File: src/rtl/relay_pkg.sv
// Shared types and helpers for the relay driver: FSM state encoding and ms-to-cycle conversion.
package relay_pkg;

  typedef enum logic [2:0] {
    S_OFF      = 3'd0,
    S_ON_HOLD  = 3'd1,
    S_ON       = 3'd2,
    S_OFF_HOLD = 3'd3,
    S_FAULT    = 3'd4
  } relay_state_t;

  // 64-bit math: 50 kHz-per-ms times a 300 s cutoff overflows 32 bits.
  function automatic longint unsigned ms_to_cycles(input longint unsigned clk_hz,
                                                   input longint unsigned ms);
    return (clk_hz / 1000) * ms;
  endfunction

endpackage

File: src/rtl/relay_driver_if.sv
// Command/status bundle between the brew controller (master) and the relay driver (slave).
// Handshake: none -- cmd_on is a level sampled every clk; relay_out/busy/fault are registered levels.
interface relay_driver_if;
  logic cmd_on;
  logic fault_clr;
  logic relay_out;
  logic busy;
  logic fault;

  modport master (output cmd_on, output fault_clr, input relay_out, input busy, input fault);
  modport slave  (input cmd_on, input fault_clr, output relay_out, output busy, output fault);
endinterface

File: src/rtl/relay_driver_dwell_timer.sv
// Clear/enable up-counter that saturates at LIMIT-1; done_o is high while the count sits there.
module dwell_timer #(
  parameter longint unsigned LIMIT = 1
) (
  input  logic clk,
  input  logic rst,
  input  logic clr_i,
  input  logic en_i,
  output logic done_o
);

  localparam int W = $clog2(LIMIT + 1);
  localparam logic [W-1:0] LAST = W'(LIMIT - 1);

  logic [W-1:0] count_q;
  logic [W-1:0] count_d;

  always_comb begin
    count_d = count_q;
    if (clr_i) begin
      count_d = '0;
    end else if (en_i && (count_q != LAST)) begin
      count_d = count_q + W'(1);
    end
  end

  always_ff @(posedge clk or posedge rst) begin
    if (rst) begin
      count_q <= '0;
    end else begin
      count_q <= count_d;
    end
  end

  assign done_o = (count_q == LAST);

endmodule

File: src/rtl/relay_driver.sv
// Relay driver enforcing minimum on/off dwell times on a clean command level.
// Optional max-on cutoff with latched fault when RELAY_DRIVER_SAFETY_TIMEOUT_EN is defined.
module relay_driver
  import relay_pkg::*;
#(
  parameter int unsigned CLK_HZ     = 50_000_000,
  parameter int unsigned MIN_ON_MS  = 100,
  parameter int unsigned MIN_OFF_MS = 100,
  parameter int unsigned MAX_ON_MS  = 300_000
) (
  input  logic                 clk,
  input  logic                 rst,
  relay_driver_if.slave        relay_if,
  output relay_state_t         dbg_state_o
);

  localparam longint unsigned MIN_ON_CNT  = ms_to_cycles(CLK_HZ, MIN_ON_MS);
  localparam longint unsigned MIN_OFF_CNT = ms_to_cycles(CLK_HZ, MIN_OFF_MS);
  localparam longint unsigned MAX_ON_CNT  = ms_to_cycles(CLK_HZ, MAX_ON_MS);

  if (MIN_ON_CNT < 1) begin : g_bad_min_on
    $fatal(1, "relay_driver: MIN_ON_CNT must be at least 1");
  end
  if (MIN_OFF_CNT < 1) begin : g_bad_min_off
    $fatal(1, "relay_driver: MIN_OFF_CNT must be at least 1");
  end

  relay_state_t state_q, state_d;
  logic relay_q, busy_q, fault_q;
  logic on_done, off_done, max_done;
  logic fault_clr_w;

  dwell_timer #(.LIMIT(MIN_ON_CNT)) u_on_dwell (
    .clk    (clk),
    .rst    (rst),
    .clr_i  (state_q != S_ON_HOLD),
    .en_i   (state_q == S_ON_HOLD),
    .done_o (on_done)
  );

  dwell_timer #(.LIMIT(MIN_OFF_CNT)) u_off_dwell (
    .clk    (clk),
    .rst    (rst),
    .clr_i  (state_q != S_OFF_HOLD),
    .en_i   (state_q == S_OFF_HOLD),
    .done_o (off_done)
  );

`ifdef RELAY_DRIVER_SAFETY_TIMEOUT_EN
  if (MAX_ON_CNT <= MIN_ON_CNT) begin : g_bad_max_on
    $fatal(1, "relay_driver: MAX_ON_CNT must exceed MIN_ON_CNT");
  end

  // Runs for every cycle the relay is energised; held at zero while it is low.
  dwell_timer #(.LIMIT(MAX_ON_CNT)) u_max_on (
    .clk    (clk),
    .rst    (rst),
    .clr_i  (!relay_q),
    .en_i   (relay_q),
    .done_o (max_done)
  );

  assign fault_clr_w = relay_if.fault_clr;
`else
  logic unused_fault_clr;
  assign unused_fault_clr = relay_if.fault_clr;
  assign max_done         = 1'b0;
  assign fault_clr_w      = 1'b0;
`endif

  always_comb begin
    state_d = state_q;
    case (state_q)
      S_OFF: begin
        if (relay_if.cmd_on) state_d = S_ON_HOLD;
      end
      S_ON_HOLD: begin
        if (max_done) begin
          state_d = S_FAULT;
        end else if (on_done) begin
          state_d = relay_if.cmd_on ? S_ON : S_OFF_HOLD;
        end
      end
      S_ON: begin
        if (max_done) begin
          state_d = S_FAULT;
        end else if (!relay_if.cmd_on) begin
          state_d = S_OFF_HOLD;
        end
      end
      S_OFF_HOLD: begin
        if (off_done) state_d = relay_if.cmd_on ? S_ON_HOLD : S_OFF;
      end
      S_FAULT: begin
        if (fault_clr_w && !relay_if.cmd_on) state_d = S_OFF_HOLD;
      end
      default: state_d = S_OFF;
    endcase
  end

  // Outputs are registered alongside the state, decoded from the next state.
  always_ff @(posedge clk or posedge rst) begin
    if (rst) begin
      state_q <= S_OFF;
      relay_q <= 1'b0;
      busy_q  <= 1'b0;
      fault_q <= 1'b0;
    end else begin
      state_q <= state_d;
      relay_q <= (state_d == S_ON_HOLD) || (state_d == S_ON);
      busy_q  <= (state_d == S_ON_HOLD) || (state_d == S_OFF_HOLD);
      fault_q <= (state_d == S_FAULT);
    end
  end

  assign relay_if.relay_out = relay_q;
  assign relay_if.busy      = busy_q;
  assign relay_if.fault     = fault_q;
  assign dbg_state_o        = state_q;

endmodule

File: src/flat_wrapper.sv
// flat-port wrapper written by rule: the top's interface ports become plain ports
module relay_driver_flat import relay_pkg::*;
#(
  parameter int unsigned CLK_HZ     = 50_000_000,
  parameter int unsigned MIN_ON_MS  = 100,
  parameter int unsigned MIN_OFF_MS = 100,
  parameter int unsigned MAX_ON_MS  = 300_000
)
  (clk, rst, dbg_state_o, relay_if_cmd_on, relay_if_fault_clr, relay_if_relay_out, relay_if_busy, relay_if_fault);
  relay_driver_if relay_if_i ();
  input  logic clk;
  input  logic rst;
  output relay_state_t dbg_state_o;
  input wire logic [$bits(relay_if_i.cmd_on)-1:0] relay_if_cmd_on;
  input wire logic [$bits(relay_if_i.fault_clr)-1:0] relay_if_fault_clr;
  output wire logic [$bits(relay_if_i.relay_out)-1:0] relay_if_relay_out;
  output wire logic [$bits(relay_if_i.busy)-1:0] relay_if_busy;
  output wire logic [$bits(relay_if_i.fault)-1:0] relay_if_fault;
  assign relay_if_i.cmd_on = relay_if_cmd_on;
  assign relay_if_i.fault_clr = relay_if_fault_clr;
  assign relay_if_relay_out = relay_if_i.relay_out;
  assign relay_if_busy = relay_if_i.busy;
  assign relay_if_fault = relay_if_i.fault;
  relay_driver #(.CLK_HZ(CLK_HZ), .MIN_ON_MS(MIN_ON_MS), .MIN_OFF_MS(MIN_OFF_MS), .MAX_ON_MS(MAX_ON_MS)) u_core (.clk(clk), .rst(rst), .relay_if(relay_if_i), .dbg_state_o(dbg_state_o));
endmodule
File: config.mk
export PLATFORM = sky130hd
export DESIGN_NAME = relay_driver_flat
export DESIGN_NICKNAME = d
export VERILOG_FILES = /design/src/rtl/relay_pkg.sv /design/src/rtl/relay_driver_if.sv /design/src/rtl/relay_driver_dwell_timer.sv /design/src/rtl/relay_driver.sv /design/src/flat_wrapper.sv
export SDC_FILE = /design/constraint.sdc
export NUM_CORES = 1
export LEC_CHECK = 0
export BUFFER_PORTS_ARGS = -buffer_cell sky130_fd_sc_hd__buf_4
export CORE_MARGIN = 1
export CORE_UTILIZATION = 32
export CTS_BUF_LIST = sky130_fd_sc_hd__clkbuf_16
export DETAILED_ROUTE_END_ITERATION = 16
export PLACE_DENSITY = 0.53
export SLEW_MARGIN = 40
export SYNTH_ARGS = -nofsm -noshare
export SYNTH_HDL_FRONTEND = slang
export SYNTH_HIERARCHICAL = 1
export SYNTH_SLANG_ARGS = --single-unit
File: constraint.sdc
create_clock -name clk -period 2.35 [get_ports clk]
set_clock_uncertainty 0.2 [all_clocks]
set_input_delay 0 -clock clk [delete_from_list [all_inputs] [get_ports clk]]
set_output_delay 0 -clock clk [all_outputs]
set_load 0.02 [all_outputs]
==> results of run 1 <==
==> flip-flops by register name (all words and copies together) (netlist names) <==
signal,cells
u_core/u_off_dwell/count_q,23
u_core/relay_if.relay_out,1
u_core/u_on_dwell/count_q,23
u_core/relay_if.busy,1
u_core/dbg_state_o,3
u_core/relay_if.fault,1
==> synthesized netlist by cell type (3+ instances only) <==
master | instances | area, um^2
sky130_fd_sc_hd__buf_6 | 3 | 33.8
sky130_fd_sc_hd__or4_1 | 14 | 105
sky130_fd_sc_hd__nand2_1 | 27 | 101
sky130_fd_sc_hd__nor2_1 | 22 | 82.6
sky130_fd_sc_hd__nor2b_1 | 7 | 43.8
sky130_fd_sc_hd__o31ai_1 | 12 | 90.1
sky130_fd_sc_hd__xor2_1 | 14 | 123
sky130_fd_sc_hd__a21oi_1 | 27 | 135
sky130_fd_sc_hd__nand3_1 | 17 | 85.1
sky130_fd_sc_hd__o211ai_1 | 5 | 37.5
sky130_fd_sc_hd__nand4_1 | 8 | 50.1
sky130_fd_sc_hd__dfrtp_1 | 52 | 1300
sky130_fd_sc_hd__clkbuf_1 | 4 | 15.0
sky130_fd_sc_hd__nor3_1 | 10 | 50.1
sky130_fd_sc_hd__inv_1 | 16 | 60.1
sky130_fd_sc_hd__nor4_1 | 6 | 37.5
sky130_fd_sc_hd__o21ai_0 | 5 | 25.0
sky130_fd_sc_hd__or3_1 | 12 | 75.1
sky130_fd_sc_hd__and3_1 | 6 | 37.5
sky130_fd_sc_hd__o21ai_1 | 11 | 55.1
==> cell families (layout without fill, tap and decap cells) <==
kind of cell	Yosys count	count (layout)
xor gates and xnor gates	16	16
and+or+nand+nor	144	144
buffers and inverters	25	62
adders and majority gates	2	2
DFF	52	52
AOI/OAI and AO/OA	65	65
muxes	4	4
==> worst max-delay path: cells and delay by family, from the launching register on <==
| family | cells | cell delay [ns] |
|---|---|---|
| muxes | 1 | 0.27 |
| adders and majority gates | 1 | 0.21 |
| and+or+nand+nor | 3 | 0.72 |
| buffers and inverters | 1 | 0.14 |
| AOI/OAI and AO/OA | 1 | 0.21 |
| DFF | 1 | 0.35 |
==> what timing repair did <==
action | in CTS | in global routing
setup endpoints to repair | 0 | 9
buffers inserted | 0 | 3
hold buffers | 2 | 0
resized for setup | 0 | 1
hold endpoints to repair | 55 | 0
==> per-layer routing <==
layer	global-route usage, %	routed length [um]	up-vias
met5	0	0	-
met4	4.04	61	0
met3	2.35	104	5
met2	21.5	2700	17
met1	20.5	3300	1168
li1	-	-	1200
==> stage by stage <==
| stage | util (%) | power [mW] |
|---|---|---|
| after floorplan | - | 1.16 |
| after global placement | 36.3 | 1.25 |
| after detailed placement | 36.3 | 1.25 |
| after CTS | 38.8 | 2.21 |
| after global routing | 39.4 | 2.28 |
| final | 39.4 | 2.18 |
==> cell type report <==
| type | count | area, um^2 | area share (%) |
|---|---|---|---|
| Multi-Input combinational cell | 231 | 1410 | 41.3 |
| Sequential cell | 52 | 1300 | 38.1 |
| Timing Repair Buffer | 38 | 315 | 9.22 |
| Tap cell | 108 | 135 | 3.95 |
| Clock buffer | 5 | 125 | 3.66 |
| Clock inverter | 3 | 68.8 | 2.01 |
| Inverter | 16 | 60.1 | 1.76 |
==> worst paths after layout <==
check | startpoint | endpoint | slack [ns] | depth (start not counted)
max in group asynchronous | rst | u_core/u_off_dwell/count_q[9] | 1.48 | 3
min in group clk | u_core/u_off_dwell/count_q[22] | u_core/u_off_dwell/count_q[22] | 0.34 | 2
worst min-delay path | rst | u_core/dbg_state_o[2] | -0.0001 | 3
worst min register to register | u_core/u_off_dwell/count_q[22] | u_core/u_off_dwell/count_q[22] | 0.34 | 2
worst max register to register | u_core/u_on_dwell/count_q[0] | u_core/u_on_dwell/count_q[19] | 0.13 | 7
worst max-delay path | u_core/u_on_dwell/count_q[0] | u_core/u_on_dwell/count_q[19] | 0.13 | 7
==> power by group through the flow <==
| stage | Clock, mW | Sequential (mW) | Combinational [mW] |
|---|---|---|---|
| 6_report | 0.945 | 1.01 | 0.225 |
| 5_1_grt | 1.01 | 1.02 | 0.255 |
| 4_1_cts | 0.974 | 1.01 | 0.228 |
| 3_5_place_dp | 0 | 1.03 | 0.224 |
| 3_3_place_gp | 0 | 1.03 | 0.224 |
| 2_1_floorplan | 0 | 1.02 | 0.136 |
==> flow_summary.json, run 1 <==
{
  "outcome": "finished, violations left",
  "violations": "hold timing",
  "grt_antenna_before_repair": 0,
  "power.combinational.fraction_pct": 10.3,
  "synth.net_count": 314,
  "areaGrowthSynthToFinish_pct": 19.9,
  "final_cell_mix": "sky130_fd_sc_hd__dfrtp_1, sky130_fd_sc_hd__buf_4, sky130_fd_sc_hd__nand2_1, sky130_fd_sc_hd__a21oi_1, sky130_fd_sc_hd__nor2_1",
  "cp-end-kind": "flip-flop",
  "p_sw_share_pct": 23.1,
  "wire_length_of_the_first_global_routing_pass_um": 10200,
  "placed_area_um2": 3150,
  "ys_seq_elements": 52,
  "crit_required_ns": 2.32,
  "total_switching_power_mw": 0.504,
  "crit_fanout": 7,
  "die_area_um2": 9290,
  "insertion_delay_ns": 0.29,
  "mostFrequentLayoutCell": "sky130_fd_sc_hd__dfrtp_1",
  "clock_sinks": 52,
  "post-route-worst-setup-slack_ns": 0.131,
  "fmaxAchievable_ghz": 0.451,
  "dp_worst_setup_slack_ns": 0.0696,
  "drt-wirelength-per-cell_um": 13.6,
  "post_synth.cell_area_avg_um2": 9.25,
  "instances_no_fill": 453,
  "die_boundary_width_um": 96.4,
  "synth_top_family_by_area": "simple AND/OR/NAND/NOR gates",
  "first_global_vias": 2102,
  "tns_ns": 0,
  "io_pins": 10,
  "post_synth_inst_count": 308,
  "finalWeightedCongestion": 0.759,
  "track_usage_pct": 14.1,
  "ant_nets": 0,
  "period_share_pct": 94.4,
  "drv_slew": 0,
  "post_synth_fa_ha_maj_area_fraction_pct": 0.878,
  "ys_async_sr_fraction_pct": 100,
  "core.rowCount": 34,
  "synth_flop_cell": "sky130_fd_sc_hd__dfrtp_1",
  "critPathMaxStageDelay_ns": 0.57,
  "hold-worst-slack_ns": -0.000135,
  "initial_drt_pass_iterations": 4,
  "static_power_due_to_leakage_nw": 1.35,
  "relative_contribution_of_sequential_cells_to_total_power_pct": 46.3,
  "setup_violations": 0,
  "synth_enable_flop_cells": 0,
  "period_minus_slack_ns": 2.22,
  "synth-xor-area-share_pct": 4.92,
  "dr_vias": 2390,
  "finalWirelength_um": 6160,
  "internal_power_mw": 1.67,
  "synth_sequential_area_ratio_pct": 45.7,
  "num_antenna_cells": 0,
  "first_iter_violations": 100,
  "ys.warnings.count": 6,
  "post_route_cells_drive_above_1_share_pct": 17.1,
  "synth_simple_gate_area_share_pct": 28.0,
  "clock-root-buffer": "sky130_fd_sc_hd__clkbuf_16",
  "worst_ir_drop_vdd_uv": 316,
  "final_design_area_no_fill_um2": 3420,
  "worstHoldPathType": "input pin to async pin",
  "numCtsBuffers": 5,
  "critPathKind": "flip-flop to flip-flop",
  "setup_repair_after_global_routing_missed_its_margin": "false",
  "cellPowerDensity_nw_per_um2": 637,
  "hold_violation_total_from_the_final_report": 2,
  "initial_core_util_pct": 32.8,
  "overflow": 0,
  "worst_pin_slew_ns": 0.516,
  "drc": 0,
  "clk_pin_slew_ns": 0.07,
  "synth_mux_area_share_pct": 1.49,
  "die_h_um": 96.4,
  "core_area_um2": 8680,
  "pin_count_of_the_biggest_net_entering_global_routing": 26,
  "cp_slowest_cell": "sky130_fd_sc_hd__or4_4",
  "synth_compound_area_share_pct": 14.2,
  "h-tree-depth": 2,
  "slew_headroom_pct": 65.6,
  "pwr-share-clk_pct": 43.4,
  "worstSetupStartpointType": "flip-flop",
  "clk_path_buf_depth": 2,
  "cap_viol_max_count": 0,
  "place_hpwl_um": 4400,
  "cts_tree": "built",
  "dr_vias_cell": 5.28,
  "number_of_input_and_output_port_buffers_inserted": 8,
  "worst_ep_arrival_time_ns": 2.19,
  "critical_path_cell_sequence": "ha_1 -> nand3_2 -> or4_4 -> o21ai_4 -> buf_12 -> nor4_1 -> mux2_2",
  "synthDistinctLibCells": 37,
  "final_nets": 350,
  "post_synth_instance_area_um2": 2850,
  "nFillCells": 888,
  "dp.cells": 440
}
No activity file was read; power rests on OpenSTA's default activity.
==> run 2, diff against run 1 <==
- CORE_UTILIZATION: 32 -> 56
- PLACE_DENSITY: 0.53 -> 0.81
==> flow_summary.json, run 2 (same netlist as run 1, synthesis figures left out) <==
{
  "grt_antenna_before_repair": 0,
  "pin_count_of_the_biggest_net_entering_global_routing": 26,
  "timing.critical_path.max_delay_family": "simple AND/OR/NAND/NOR gates",
  "dp.cells": 394,
  "insertion_delay_ns": 0.29,
  "worstHoldPathType": "input pin to async pin",
  "cts_tree": "built",
  "track_usage_pct": 25.8,
  "crit_fanout": 8,
  "core_area_um2": 4820,
  "relative_contribution_of_sequential_cells_to_total_power_pct": 48.5,
  "period_minus_slack_ns": 2.27,
  "die_boundary_width_um": 73.3,
  "post_route_cells_drive_above_1_share_pct": 16.8,
  "finalWirelength_um": 6440,
  "worstSetupStartpointType": "flip-flop",
  "clock_sinks": 52,
  "report.power.total_mw": 2.07,
  "cp-end-kind": "flip-flop",
  "setup_violations": 0,
  "die_area_um2": 5380,
  "hold-worst-slack_ns": -0.00182,
  "dr_vias": 2469,
  "initial_core_util_pct": 59.2,
  "violations": "hold timing",
  "power.combinational.fraction_pct": 10.9,
  "drv_slew": 0,
  "areaGrowthSynthToFinish_pct": 15.5,
  "final_cell_mix": "sky130_fd_sc_hd__dfrtp_1, sky130_fd_sc_hd__buf_4, sky130_fd_sc_hd__nand2_1, sky130_fd_sc_hd__a21oi_1, sky130_fd_sc_hd__nor2_1",
  "worst_ep_arrival_time_ns": 2.24,
  "pwr-share-clk_pct": 40.6,
  "cp.depth": 7,
  "number_of_input_and_output_port_buffers_inserted": 8,
  "clk_pin_slew_ns": 0.07,
  "numCtsBuffers": 5,
  "outcome": "finished, violations left",
  "overflow": 0,
  "worst_r2r_path_cells": 7,
  "core.rowCount": 25,
  "finalWeightedCongestion": 0.861,
  "hold_violation_total_from_the_final_report": 3,
  "slew_headroom_pct": 66.5,
  "fmaxAchievable_ghz": 0.440,
  "postLayoutCoreUtil_pct": 68.4,
  "top_usage_layer": "met2",
  "initial_drt_pass_iterations": 4,
  "clock-root-buffer": "sky130_fd_sc_hd__clkbuf_16",
  "first_iter_violations": 138,
  "crit_required_ns": 2.32,
  "global_route.usage.met1_pct": 33.2,
  "drt-wirelength-per-cell_um": 15.8,
  "num_antenna_cells": 0,
  "critical_path_cell_sequence": "ha_2 -> nand3_2 -> or4_4 -> o21ai_4 -> buf_4 -> mux2i_1 -> nor2_1",
  "period_share_pct": 96.7,
  "h-tree-depth": 2,
  "first_global_vias": 2385,
  "io_pins": 10,
  "cellPowerDensity_nw_per_um2": 629,
  "worst_pin_slew_ns": 0.502,
  "static_power_due_to_leakage_nw": 1.30,
  "total_switching_power_mw": 0.514,
  "internal_power_mw": 1.56,
  "ant_nets": 0,
  "place_hpwl_um": 4100,
  "tns_ns": 0,
  "nFillCells": 374,
  "critPathKind": "flip-flop to flip-flop",
  "clk_path_buf_depth": 2,
  "wire_length_of_the_first_global_routing_pass_um": 10700,
  "die_h_um": 73.3,
  "worst_ir_drop_vdd_uv": 402,
  "cap_viol_max_count": 0,
  "critPathMaxStageDelay_ns": 0.58,
  "p_sw_share_pct": 24.8,
  "drc": 0,
  "global_route.usage.met2_pct": 43.6,
  "instances_no_fill": 407,
  "grtUsageMet3_pct": 4.66,
  "cp_slowest_cell": "sky130_fd_sc_hd__or4_4",
  "mostFrequentLayoutCell": "sky130_fd_sc_hd__dfrtp_1",
  "dr_vias_cell": 6.07,
  "final_nets": 345,
  "critical_path_buf_inv_count": 1
}
## run 2: cell count changes in the layout (fill, tap and decap cells not counted), sizes merged
cell,delta
bufinv,-1
clkinvlp,+1
buf,-5
## run 2: final timing paths
path / slack [ns] / end / from
min in group clk: 0.36 / u_core/u_on_dwell/count_q[22] / u_core/u_on_dwell/count_q[22]
hold / removal: -0.002 / u_core/relay_if.busy / rst
setup / recovery: 0.08 / u_core/u_on_dwell/count_q[1] / u_core/u_on_dwell/count_q[0]
hold reg to reg: 0.36 / u_core/u_on_dwell/count_q[22] / u_core/u_on_dwell/count_q[22]
setup reg to reg: 0.08 / u_core/u_on_dwell/count_q[1] / u_core/u_on_dwell/count_q[0]
max in group asynchronous: 1.49 / u_core/u_off_dwell/count_q[9] / rst
## run 2: stage by stage
step | setup slack (ns) | area, um^2
floorplan | 0.0943 | 2850
global placement | 0.0857 | 3070
detailed placement | 0.0571 | 3070
CTS | 0.0197 | 3260
global route | -0.0240 | 3290
finish | 0.0784 | 3290
## run 2: worst min-delay path, cell delays in order
cell and delay, ns:
sky130_fd_sc_hd__dlygate4sd3_1 0.53, sky130_fd_sc_hd__buf_4 0.14, sky130_fd_sc_hd__inv_1 0.19
## run 2: timing repair
action | 4_1_cts | 5_1_grt
hold endpoints to repair | 55 | 0
setup buffers | 0 | 3
endpoints found under the setup margin | 0 | 22
hold buffers | 2 | 0
resized for setup | 0 | 5
## run 2: routing by layer
metal | routed length [um] | vias to the layer above
met5 | 0 | -
met4 | 57 | 0
met3 | 233 | 4
met2 | 3190 | 63
met1 | 2960 | 1215
li1 | - | 1187
## run 2: layout make-up
type,instances,area (um^2),share of cell area (%)
clock inverter,3,46.3,1.41
sequential,52,1300,39.5
tap,67,83.8,2.55
clock buffer,5,125,3.80
timing repair buffer,33,256,7.79
inverter,16,60.1,1.82
multi-input combinational,231,1420,43.1
## run 2: power groups by stage
stage / combinational, mW / sequential [mW] / clock, mW
5_1_grt: 0.253 / 1.02 / 0.883
4_1_cts: 0.221 / 1.00 / 0.852
3_5_place_dp: 0.213 / 1.02 / 0
2_1_floorplan: 0.136 / 1.02 / 0
6_report: 0.225 / 1.01 / 0.842
3_3_place_gp: 0.204 / 1.02 / 0
